**src/rtl/cla_pipe_adder_if.sv**
```systemverilog
// Operand/result bundle for the pipelined CLA adder.
// master drives operands and out_ready; slave is the adder itself.
interface cla_pipe_adder_if #(
  parameter int WIDTH = 16
);
  logic             in_valid;
  logic             in_ready;
  logic [WIDTH-1:0] a;
  logic [WIDTH-1:0] b;
  logic             cin;
  logic             sub;
  logic             out_valid;
  logic             out_ready;
  logic [WIDTH-1:0] sum;
  logic             cout;
  logic             ovf;

  modport master (
    output in_valid, a, b, cin, sub, out_ready,
    input  in_ready, out_valid, sum, cout, ovf
  );

  modport slave (
    input  in_valid, a, b, cin, sub, out_ready,
    output in_ready, out_valid, sum, cout, ovf
  );
endinterface

```
**src/rtl/cla_pipe_adder.sv**
```systemverilog
// Pipelined carry-look-ahead add/subtract, one GROUP-bit look-ahead group per stage.
// Latency WIDTH/GROUP cycles, throughput one op per cycle.
// Backpressure: single global stall; in_ready = out_ready | ~out_valid.
module cla_pipe_adder #(
  parameter int WIDTH = 16,
  parameter int GROUP = 4
) (
  input  logic             clk,
  input  logic             rst,
  cla_pipe_adder_if.slave  io
);
  localparam int NUM_GROUPS = WIDTH / GROUP;

  if (GROUP < 1) begin : g_bad_group
    $error("cla_pipe_adder: GROUP must be >= 1");
  end else if ((WIDTH % GROUP) != 0) begin : g_bad_width
    $error("cla_pipe_adder: WIDTH must be a multiple of GROUP");
  end

  // Every carry is a flat sum-of-products of g/p and the group carry-in.
  function automatic logic [GROUP:0] cla_carries(input logic [GROUP-1:0] g,
                                                 input logic [GROUP-1:0] p,
                                                 input logic             c);
    logic [GROUP:0] cy;
    logic           t;
    cy    = '0;
    cy[0] = c;
    for (int i = 0; i < GROUP; i++) begin
      t = c;
      for (int m = 0; m <= i; m++) t = t & p[m];
      cy[i+1] = t;
      for (int j = 0; j <= i; j++) begin
        t = g[j];
        for (int m = j + 1; m <= i; m++) t = t & p[m];
        cy[i+1] = cy[i+1] | t;
      end
    end
    return cy;
  endfunction

  logic             adv;
  logic [WIDTH-1:0] bx;
  logic             c0;

  assign adv         = io.out_ready | ~io.out_valid;
  assign io.in_ready = adv;
  assign bx          = io.sub ? ~io.b : io.b;
  assign c0          = io.sub | io.cin;

  for (genvar k = 0; k < NUM_GROUPS; k++) begin : g_st
    localparam int LO = k * GROUP;
    localparam int HI = LO + GROUP - 1;

    logic [GROUP-1:0] ga;
    logic [GROUP-1:0] gb;
    logic             ci;
    logic             vi;
    logic [GROUP:0]   gc;
    logic [GROUP-1:0] gs;
    logic [HI:0]      nsum;
    logic             r_vld;
    logic             r_c;
    logic [HI:0]      r_sum;

    if (k == 0) begin : g_src
      assign ga   = io.a[HI:0];
      assign gb   = bx[HI:0];
      assign ci   = c0;
      assign vi   = io.in_valid;
      assign nsum = gs;
    end else begin : g_src
      assign ga   = g_st[k-1].g_op.r_a[HI:LO];
      assign gb   = g_st[k-1].g_op.r_b[HI:LO];
      assign ci   = g_st[k-1].r_c;
      assign vi   = g_st[k-1].r_vld;
      assign nsum = {gs, g_st[k-1].r_sum};
    end

    assign gc = cla_carries(ga & gb, ga ^ gb, ci);
    assign gs = (ga ^ gb) ^ gc[GROUP-1:0];

    always_ff @(posedge clk) begin
      if (rst) begin
        r_vld <= 1'b0;
        r_c   <= 1'b0;
        r_sum <= '0;
      end else if (adv) begin
        r_vld <= vi;
        r_c   <= gc[GROUP];
        r_sum <= nsum;
      end
    end

    // Operand groups not yet consumed ride along, skewed one stage per group.
    if (k < NUM_GROUPS - 1) begin : g_op
      logic [WIDTH-1:HI+1] na;
      logic [WIDTH-1:HI+1] nb;
      logic [WIDTH-1:HI+1] r_a;
      logic [WIDTH-1:HI+1] r_b;

      if (k == 0) begin : g_fwd
        assign na = io.a[WIDTH-1:HI+1];
        assign nb = bx[WIDTH-1:HI+1];
      end else begin : g_fwd
        assign na = g_st[k-1].g_op.r_a[WIDTH-1:HI+1];
        assign nb = g_st[k-1].g_op.r_b[WIDTH-1:HI+1];
      end

      always_ff @(posedge clk) begin
        if (rst) begin
          r_a <= '0;
          r_b <= '0;
        end else if (adv) begin
          r_a <= na;
          r_b <= nb;
        end
      end
    end

    if (k == NUM_GROUPS - 1) begin : g_msb
      logic r_cm;
      always_ff @(posedge clk) begin
        if (rst) begin
          r_cm <= 1'b0;
        end else if (adv) begin
          r_cm <= gc[GROUP-1];
        end
      end
    end
  end

  assign io.out_valid = g_st[NUM_GROUPS-1].r_vld;
  assign io.sum       = g_st[NUM_GROUPS-1].r_sum;
  assign io.cout      = g_st[NUM_GROUPS-1].r_c;
  assign io.ovf       = g_st[NUM_GROUPS-1].r_c ^ g_st[NUM_GROUPS-1].g_msb.r_cm;
endmodule

```
**src/flat_wrapper.sv**
```systemverilog
// flat-port wrapper written by rule: the top's interface ports become plain ports
module cla_pipe_adder_flat 
#(
  parameter int WIDTH = 16,
  parameter int GROUP = 4
)
  (clk, rst, io_in_valid, io_a, io_b, io_cin, io_sub, io_out_ready, io_in_ready, io_out_valid, io_sum, io_cout, io_ovf);
  cla_pipe_adder_if #(.WIDTH(WIDTH)) io_i ();
  input  logic clk;
  input  logic rst;
  input wire logic [$bits(io_i.in_valid)-1:0] io_in_valid;
  input wire logic [$bits(io_i.a)-1:0] io_a;
  input wire logic [$bits(io_i.b)-1:0] io_b;
  input wire logic [$bits(io_i.cin)-1:0] io_cin;
  input wire logic [$bits(io_i.sub)-1:0] io_sub;
  input wire logic [$bits(io_i.out_ready)-1:0] io_out_ready;
  output wire logic [$bits(io_i.in_ready)-1:0] io_in_ready;
  output wire logic [$bits(io_i.out_valid)-1:0] io_out_valid;
  output wire logic [$bits(io_i.sum)-1:0] io_sum;
  output wire logic [$bits(io_i.cout)-1:0] io_cout;
  output wire logic [$bits(io_i.ovf)-1:0] io_ovf;
  assign io_i.in_valid = io_in_valid;
  assign io_i.a = io_a;
  assign io_i.b = io_b;
  assign io_i.cin = io_cin;
  assign io_i.sub = io_sub;
  assign io_i.out_ready = io_out_ready;
  assign io_in_ready = io_i.in_ready;
  assign io_out_valid = io_i.out_valid;
  assign io_sum = io_i.sum;
  assign io_cout = io_i.cout;
  assign io_ovf = io_i.ovf;
  cla_pipe_adder #(.WIDTH(WIDTH), .GROUP(GROUP)) u_core (.clk(clk), .rst(rst), .io(io_i));
endmodule
```
**config.mk**
```make
export PLATFORM = sky130hd
export DESIGN_NAME = cla_pipe_adder_flat
export DESIGN_NICKNAME = d
export VERILOG_FILES = /design/src/rtl/cla_pipe_adder_if.sv /design/src/rtl/cla_pipe_adder.sv /design/src/flat_wrapper.sv
export SDC_FILE = /design/constraint.sdc
export NUM_CORES = 1
export LEC_CHECK = 0
export BUFFER_PORTS_ARGS = -buffer_cell sky130_fd_sc_hd__buf_2
export CORE_AREA = 2 2 113 115
export DETAILED_ROUTE_END_ITERATION = 10
export DIE_AREA = 0 0 115 117
export GPL_TIMING_DRIVEN = 1
export MAX_ROUTING_LAYER = met4
export PLACE_DENSITY = 0.51
export SLEW_MARGIN = 20
export SYNTH_ARGS = -nofsm -noshare
export SYNTH_HDL_FRONTEND = slang
export SYNTH_SLANG_ARGS = --single-unit
```
**constraint.sdc**
```tcl
create_clock -name clk -period 6.5 [get_ports clk]
set_clock_uncertainty 0.2 [all_clocks]
set_input_delay 0.975 -clock clk [delete_from_list [all_inputs] [get_ports clk]]
set_output_delay 0.975 -clock clk [all_outputs]
set_load 0.02 [all_outputs]
```
==> flow_summary.ini, run 1 <==
[run_status]
status = completed

[synthesis]
synth_top_area_share_pct = 46.4
synth_cells = 498
synth_common_cells = nand2_1, dfxtp_1, a21oi_1
avgSynthCellArea_sq_um = 8.40
ys_seq_elements = 97
synth-xor-area-share_pct = 4.40
netlist.top_cell.by_area = dfxtp_1
synthFlopType = dfxtp_1
synth_compound_area_share_pct = 15.9
async_flop_share_pct = 0
mappedNetlistArea_sq_um = 4180
syn_nets = 560
synth.distinct_cells = 28
muxShareOfSynthArea_pct = 0
yosys.area_share.adder_pct = 7.90
synth_top_family_by_area = simple AND/OR/NAND/NOR gates
yosysSeqAreaShare_pct = 46.4
synth_simple_gate_area_share_pct = 20.9
yosysMostFrequentCell = nand2_1
ys_warn_count = 0
synth_edf_count = 0
synth.area.top_cells = dfxtp_1, nand2_1, a21oi_1

[min_path]
min_to = u_core.io.sum[6]$_SDFFE_PP0P_
whs_path_depth = 2
hold_path.class = flip-flop to flip-flop
hold_start = u_core.io.sum[6]$_SDFFE_PP0P_

[sta]
fin_setup_tns_ns = 0
worstMarginPinSlew_ns = 0.911
min_period_ns = 3.22
setup_viol = 0
hold_viol_final = 0
fmax_ghz = 0.311
slew_headroom_pct = 39.3
slew_violations = 0
final.period_utilization_pct = 49.5
rsz0062_at_grt = false

[critical_path]
r2r_start = u_core.g_st[0].g_op.r_b[4]$_SDFFE_PP0P_
startpoint_type = input port
worstPathMaxFanout = 113
r2r_slack_ns = 4.49
crit_type = input port to output pin
crit_arrival_ns = 2.04
critPathRequiredTime_ns = 5.32
reg2reg_to = u_core.g_st[1].r_sum[7]$_SDFFE_PP0P_
endpoint_kind = output pin
reg2regPathDepth = 5

[floorplanning]
die_w_um = 115
die_height_um = 117
io_pins = 58
die_area_sq_um = 13500
core_sq_um = 12300
rows = 41
initial_core_util_pct = 34.0

[cts]
cts-root-buf = clkbuf_16
cts.path.max_buffers = 2
clk_pin_slew_ns = 0.07
tritoncts = done
clkSinkCount = 97
ctsHoldBuffers = 0
htree_levels = 3
cts_made_buffers = 9
clock_latency_ns = 0.34
cts_resized = 0
post_cts_buffers = 0

[global_routing]
grt_max_degree = 114
grt_first_pass_wirelength_um = 15100
grt_use_met2_pct = 22.8
grt_overflow_total = 0
grtUsageTotal_pct = 14.4
grtUsageMet1_pct = 18.5
grt_most_used_layer = met2
first_global_vias = 3186
antenna_found_initial = 0
met3_usage_pct = 2.42

[layout]
area_delta_synth_final_pct = 15.0
antenna_cells = 0
drive_gt1_share_pct = 14.5
final_nets = 594
multiInputGateArea_sq_um = 2050
ff_latch_area_sq_um = 1940
finalNonFillerCells = 687
n_fill_cell = 1316

[route]
vias = 3302
firstDrtPassIters = 4
ant_nets = 0
via_per_inst = 4.81
wirelength_um = 9000
drc = 0
drt_iter0_drc = 170
routedWlPerCell_um = 13.1

[placement]
io_buffers = 57
place_congestion = 0.724
dp_cells = 671
dp_hpwl_um = 5730

[power_and_ir_drop]
irDropWorstVdd_mv = 0.106
total_power_mw = 1.31
power.density_nw_per_um2 = 273
p_leak_nw = 2.10

[flow_run]
drv_cap = 0
==> flip-flops by register name, indices dropped and copies added, names as in the netlist <==
signal / cells
u_core.io.out_valid: 1
u_core.io.cout: 1
u_core.g_st.r_sum: 24
u_core.g_st.g_msb.r_cm: 1
u_core.g_st.g_op.r_a: 24
u_core.g_st.r_c: 3
u_core.g_st.r_vld: 3
u_core.g_st.g_op.r_b: 24
u_core.io.sum: 16
==> critical path, cell delays in order <==
cell and delay [ns]:
buf_2 0.10, nor2b_4 0.04, clkinv_2 0.04, buf_6 0.53, buf_2 0.29
==> cell type report <==
class,count,area share (%)
Tap cell,150,3.90
Inverter,4,0.338
Clock inverter,7,1.48
Clock buffer,9,4.69
Timing Repair Buffer,59,6.45
Sequential cell,97,40.4
Multi-Input combinational cell,361,42.7
==> kinds of logic (layout without fill, tap and decap cells) <==
logic type                 Yosys count  after routing
buffers and inverters               40             79
DFF                                 97             97
adders and majority gates           24             24
and+or+nand+nor                    205            205
xor gates and xnor gates            21             21
AOI/OAI and AO/OA                  111            111
==> placed cells by master (no fill, tap or decap), drive strengths merged, types with 2 or more instances in the layout <==
cell / n
a211oi: 20
o21a: 4
nand2: 134
o211ai: 8
o211a: 4
clkinv: 7
clkbuf: 9
dfxtp: 97
inv: 3
xnor2: 16
nor2: 35
xor2: 5
a21o: 4
ha: 20
or4: 8
o21ai: 4
nand2b: 8
a21oi: 67
fa: 4
nor3: 2
nand3b: 8
nand3: 8
buf: 59
==> how the worst max path moves through the flow <==
stage | start | to | slack [ns]
6_report | io_out_ready | io_in_ready | 3.28
5_1_grt | io_out_ready | io_in_ready | 3.16
4_1_cts | io_out_ready | io_in_ready | 3.00
3_5_place_dp | io_out_ready | io_in_ready | 3.00
3_3_place_gp | io_out_ready | io_in_ready | 3.01
2_1_floorplan | io_sub | u_core.g_st[0].r_sum[3]$_SDFFE_PP0P_ | 3.44
==> routing by layer <==
metal	part of all wire (%)	wire [um]
met5	0	0
met3	2.7	242
met1	50	4490
met2	46	4140
met4	1.3	116
==> power breakdown <==
group | leakage (nW) | switching [mW] | total [mW] | internal, mW
Combinational | 1.16 | 0.0741 | 0.133 | 0.0588
Clock | 0.149 | 0.226 | 0.524 | 0.298
Sequential | 0.797 | 0.0228 | 0.656 | 0.633
Total | 2.10 | 0.323 | 1.31 | 0.990
==> through the flow <==
stage	util (%)	hold WS, ns	instance area, sq um	worst slack [ns]
6_report	39.0	0.250	4810	3.28
5_1_grt	39.0	0.263	4810	3.16
4_1_cts	39.0	0.252	4800	3.00
3_5_place_dp	36.6	0.244	4500	3.00
3_3_place_gp	36.6	0.241	4500	3.01
2_1_floorplan	-	0.232	4180	3.44
No activity file was read; power rests on OpenSTA's default activity.
==> inputs of run 2 (changes only) <==
==> constraint.sdc (replaced) <==
create_clock -name clk -period 3.3 [get_ports clk]
set_clock_uncertainty 0.2 [all_clocks]
set_input_delay 0.495 -clock clk [delete_from_list [all_inputs] [get_ports clk]]
set_output_delay 0.495 -clock clk [all_outputs]
set_load 0.02 [all_outputs]
==> run 2 against run 1 <==
  * Cell count rose by 0.29%
  * Largest cell class unchanged
  * Setup slack got worse by 2.3 ns
  * Clock power rose by 89%
  * Combinational power rose by 95%
  * Design area rose by 0.16%
  * Non-clock buffer count rose by 2
  * Core utilization rose by 0.061 points
  * Hold slack got worse by 0.061 ns
  * Critical path depth rose by 2
  * Global-route usage rose by 0.23 points
  * Total power rose by 94%
  * Critical path type is now input port to flip-flop
==> flow_summary.ini, run 2 (synthesized netlist as in run 1, its figures left out) <==
[run_status]
status = completed

[sta]
fin_setup_tns_ns = 0
rsz0062_at_grt = false
slew_violations = 0
final.period_utilization_pct = 70.3
min_period_ns = 2.32
slew_headroom_pct = 38.8
whs_ns = 0.189
hold_viol_final = 0
setup_viol = 0
worstMarginPinSlew_ns = 0.919
fmax_ghz = 0.431

[cts]
htree_levels = 3
cts_resized = 0
tritoncts = done
cts-root-buf = clkbuf_16
cts_made_buffers = 9
ctsHoldBuffers = 0
clock_latency_ns = 0.34
clkSinkCount = 97
cts.path.max_buffers = 2
clk_pin_slew_ns = 0.07
post_cts_buffers = 0

[floorplanning]
rows = 41
die_area_sq_um = 13500
die_height_um = 117
io_pins = 58
initial_core_util_pct = 34.0
die_w_um = 115
core_sq_um = 12300

[critical_path]
crit_arrival_ns = 2.40
max_stage_delay_ns = 0.50
cp_common_cell = ha_1
startpoint_type = input port
crit_type = input port to flip-flop
endpoint_kind = flip-flop
path_cells = buf_2, xor2_1, ha_1, ha_1, o211a_1, or4_1, nand3_1
startpoint = io_sub
critPathRequiredTime_ns = 3.38
worstPathMaxFanout = 17
cpMaxStageDelayCell = or4_1
r2r_start = u_core.g_st[0].g_op.r_b[4]$_SDFFE_PP0P_

[route]
via_per_inst = 4.83
firstDrtPassIters = 4
drc = 0
vias = 3327
drt_iter0_drc = 198
wirelength_um = 8960
ant_nets = 0
routedWlPerCell_um = 13.0

[global_routing]
grt_max_degree = 96
grtUsageTotal_pct = 14.7
grt_overflow_total = 0
first_global_vias = 3190
antenna_found_initial = 0
grt_first_pass_wirelength_um = 15100

[placement]
dp_hpwl_um = 5900
io_buffers = 57
place_congestion = 0.742

[layout]
final_nets = 596
reg.largest.list = u_core.g_st.g_op.r_a: 24 flops, u_core.g_st.g_op.r_b: 24 flops, u_core.g_st.r_sum: 24 flops
area_delta_synth_final_pct = 15.1
drive_gt1_share_pct = 14.7
final_cell_mix = nand2_1, dfxtp_1, a21oi_1
layout_commonest_cell = nand2_1
fin_util_pct = 39.1
antenna_cells = 0
n_fill_cell = 1308

[flow_run]
drv_cap = 0

[power_and_ir_drop]
irDropWorstVdd_mv = 0.190
power.density_nw_per_um2 = 529
total_power_mw = 2.54
p_leak_nw = 2.10

[min_path]
hold_start = io_a[7]
hold_path.class = input port to flip-flop
-- run 2: cell types whose count changed in the layout (fill, tap and decap cells not counted), sizes merged --
cell and change:
buf +2, bufinv -1, clkbuf +3, clkinv -5
clkinvlp +3
-- run 2: worst paths after layout --
| path | endpoint | slack [ns] | cells after the start |
|---|---|---|---|
| hold / removal | u_core.g_st[0].g_op.r_a[7]$_SDFFE_PP0P_ | 0.19 | 3 |
| setup / recovery | u_core.g_st[0].r_sum[3]$_SDFFE_PP0P_ | 0.98 | 7 |
| hold reg to reg | u_core.g_st[1].g_op.r_b[15]$_SDFFE_PP0P_ | 0.25 | 2 |
| setup reg to reg | u_core.g_st[1].r_sum[7]$_SDFFE_PP0P_ | 1.28 | 5 |
-- run 2: final cells by class --
class | instances | area (sq um) | share of cell area [%]
sequential | 97 | 1940 | 40.3
timing repair buffer | 61 | 330 | 6.86
tap | 150 | 188 | 3.90
clock buffer | 12 | 256 | 5.33
clock inverter | 4 | 27.5 | 0.572
inverter | 4 | 16.3 | 0.338
multi-input combinational | 361 | 2050 | 42.7
-- run 2: report_power, final --
| part | leakage, nW | internal (mW) | switching, mW | total (mW) |
|---|---|---|---|---|
| logic | 1.17 | 0.116 | 0.145 | 0.260 |
| registers | 0.797 | 1.25 | 0.0454 | 1.29 |
| clock network | 0.131 | 0.551 | 0.440 | 0.991 |
-- run 2: critical path, delay by kind of cell --
kind	cells	cell delay (ns)
AO/OA/AOI/OAI	1	0.25
adder cells (fa/ha/maj)	2	0.46
AND/OR/NAND/NOR	2	0.59
buffers and inverters	1	0.37
XOR/XNOR	1	0.23
-- run 2: stage by stage --
step / worst slack (ns) / cell area, sq um / cells
floorplan: 0.716 / 4180 / 498
global placement: 0.651 / 4530 / 673
detailed placement: 0.605 / 4530 / 673
CTS: 0.960 / 4810 / 689
global route: 0.871 / 4810 / 689
finish: 0.978 / 4810 / 689
-- run 2: metal layers --
metal | routed length (um) | GRT usage (%) | up-vias
met4 | 172 | 6.59 | 0
met3 | 319 | 3.30 | 12
met1 | 4380 | 18.3 | 1525
met5 | 0 | - | -
met2 | 4090 | 22.8 | 48
li1 | - | - | 1742
==> inputs of run 3 (changes only) <==
--- a/config.mk
+++ b/config.mk
@@ -5,6 +5,7 @@
 export SDC_FILE = /design/constraint.sdc
 export NUM_CORES = 1
 export LEC_CHECK = 0
+export ABC_AREA = 1
 export BUFFER_PORTS_ARGS = -buffer_cell sky130_fd_sc_hd__buf_2
 export CORE_AREA = 2 2 113 115
 export DETAILED_ROUTE_END_ITERATION = 10
==> constraint.sdc (replaced) <==
create_clock -name clk -period 2.4 [get_ports clk]
set_clock_uncertainty 0.2 [all_clocks]
set_input_delay 0.36 -clock clk [delete_from_list [all_inputs] [get_ports clk]]
set_output_delay 0.36 -clock clk [all_outputs]
set_load 0.02 [all_outputs]
==> run 3 against run 2 <==
  * Clock power increased by 44%
  * Critical path depth shrank 2
  * Setup slack got worse by 0.63 ns
  * Synthesized cell count is 5.2% higher
  * Die area is the same
  * Critical path type is now flip-flop to output pin
  * Largest cell class is now flip-flops and latches
==> flow_summary.ini, run 3 <==
[floorplanning]
die_area_sq_um = 13500
die_w_um = 115
die_height_um = 117
initial_core_util_pct = 34.2
io_pins = 58
rows = 41
core_sq_um = 12300

[synthesis]
avgSynthCellArea_sq_um = 8.04
netlist.top_cell.by_area = dfxtp_1
synthFlopType = dfxtp_1
synth.distinct_cells = 20
synth_common_cells = nor2_1, dfxtp_1, o21ai_0
ys_seq_elements = 97
synth.area.top_cells = dfxtp_1, nor2_1, o21ai_0
ys_warn_count = 0
syn_nets = 586
synth_edf_count = 0
synth_top_area_share_pct = 46.1
yosysSeqAreaShare_pct = 46.1
yosysMostFrequentCell = nor2_1
async_flop_share_pct = 0
synth_cells = 524
mappedNetlistArea_sq_um = 4210

[min_path]
hold_path.class = input port to flip-flop
min_to = u_core.io.out_valid$_SDFFE_PP0P_
hold_start = rst
whs_path_depth = 2

[global_routing]
grt_max_degree = 77
antenna_found_initial = 0
grt_most_used_layer = met2
grt_first_pass_wirelength_um = 14100
grtUsageTotal_pct = 13.7
grt_use_met2_pct = 19.1
grt_overflow_total = 0
met3_usage_pct = 3.60
first_global_vias = 2982
grtUsageMet1_pct = 18.8

[critical_path]
critPathRequiredTime_ns = 1.84
reg2regPathDepth = 8
startpoint_type = flip-flop
crit_arrival_ns = 1.49
r2r_slack_ns = 0.69
worstPathMaxFanout = 76
endpoint_kind = output pin
crit_type = flip-flop to output pin
reg2reg_to = u_core.io.sum[15]$_SDFFE_PP0P_
r2r_start = u_core.g_st[2].g_op.r_b[12]$_SDFFE_PP0P_

[route]
ant_nets = 0
vias = 3268
firstDrtPassIters = 5
wirelength_um = 8480
drc = 0
via_per_inst = 4.55
routedWlPerCell_um = 11.8
drt_iter0_drc = 151

[cts]
clock_latency_ns = 0.33
htree_levels = 3
ctsHoldBuffers = 0
cts_made_buffers = 9
clkSinkCount = 97
cts-root-buf = clkbuf_16
post_cts_buffers = 0
clk_pin_slew_ns = 0.06
cts_resized = 0
cts.path.max_buffers = 2
tritoncts = done

[layout]
drive_gt1_share_pct = 14.1
antenna_cells = 0
layout_commonest_cell = nor2_1
final_cell_mix = nor2_1, dfxtp_1, o21ai_0
reg.largest.list = u_core.g_st.g_op.r_a: 24 flops, u_core.g_st.g_op.r_b: 24 flops, u_core.g_st.r_sum: 24 flops
area_delta_synth_final_pct = 15.4
final_nets = 627

[sta]
final.period_utilization_pct = 85.5
hold_viol_final = 0
setup_viol = 0
fmax_ghz = 0.487
min_period_ns = 2.05
slew_violations = 0
rsz0062_at_grt = false
fin_setup_tns_ns = 0
slew_headroom_pct = 78.8
worstMarginPinSlew_ns = 0.318

[flow_run]
drv_cap = 0

[placement]
dp_hpwl_um = 5640
io_buffers = 57
place_congestion = 0.740

[power_and_ir_drop]
irDropWorstVdd_mv = 0.317
p_leak_nw = 2.43
power.density_nw_per_um2 = 750
total_power_mw = 3.65

[run_status]
status = completed
==> run 3: changes by cell type in the layout (fill, tap and decap cells not counted), sizes merged, moves of 12 or more <==
cell and delta:
nand2 -106, nor2 +103, o21ai +92, a21oi -45, inv +28, a211oi -20
nand3 +12
==> run 3: stage by stage <==
stage               hold slack [ns]  worst slack (ns)  std cells  instance area [sq um]  util (%)
CTS                          0.0322             0.344        719                   4860      39.5
finish                       0.0372             0.348        719                   4860      39.5
floorplan                     0.225             0.256        524                   4210         -
detailed placement            0.244             0.310        704                   4560      37.1
global placement              0.245             0.343        704                   4560      37.1
global route                 0.0333             0.275        719                   4860      39.5
==> run 3: metal layers <==
layer / vias up / part of all wire (%)
met5: - / 0
met4: 0 / 1.7
met3: 8 / 3.9
met2: 49 / 41
met1: 1429 / 53
li1: 1782 / -
==> run 3: where the power goes <==
| group | internal (mW) | leakage, nW | switching, mW |
|---|---|---|---|
| sequential | 1.74 | 0.799 | 0.0678 |
| clock | 0.855 | 0.148 | 0.571 |
| combinational | 0.178 | 1.48 | 0.238 |
==> run 3: kinds of logic after synthesis <==
logic type | Yosys count | share of synthesized area (%)
simple gates | 190 | 17.9
compound gates | 123 | 14.9
flops | 97 | 46.1
buf+inv | 65 | 7.99
xor+xnor | 25 | 5.20
fa+ha+maj | 24 | 7.84
==> run 3: layout make-up <==
cell class	instances	area, sq um
Sequential cell	97	1940
Clock buffer	12	256
Inverter	32	121
Tap cell	150	188
Timing Repair Buffer	63	380
Fill cell	1308	7450
Multi-Input combinational cell	362	1930
Clock inverter	3	40.0
==> run 3: worst max-delay path by stage <==
| stage | startpoint | endpoint | slack [ns] | cells past startpoint |
|---|---|---|---|---|
| after detailed placement | io_sub | u_core.g_st[0].r_sum[2]$_SDFFE_PP0P_ | 0.31 | 10 |
| after global routing | u_core.io.out_valid$_SDFFE_PP0P_ | io_in_ready | 0.27 | 5 |
| after floorplan | io_sub | u_core.g_st[0].r_sum[2]$_SDFFE_PP0P_ | 0.26 | 11 |
| after global placement | io_sub | u_core.g_st[0].r_sum[2]$_SDFFE_PP0P_ | 0.34 | 10 |
| after CTS | u_core.io.out_valid$_SDFFE_PP0P_ | io_in_ready | 0.34 | 5 |
| final | u_core.io.out_valid$_SDFFE_PP0P_ | io_in_ready | 0.35 | 5 |
==> run 3: worst max-delay path, stage by stage, from the launching register on <==
cell	delay, ns
dfxtp_1	0.37
inv_1	0.10
nor2_4	0.13
clkinv_2	0.11
buf_12	0.21
buf_2	0.20
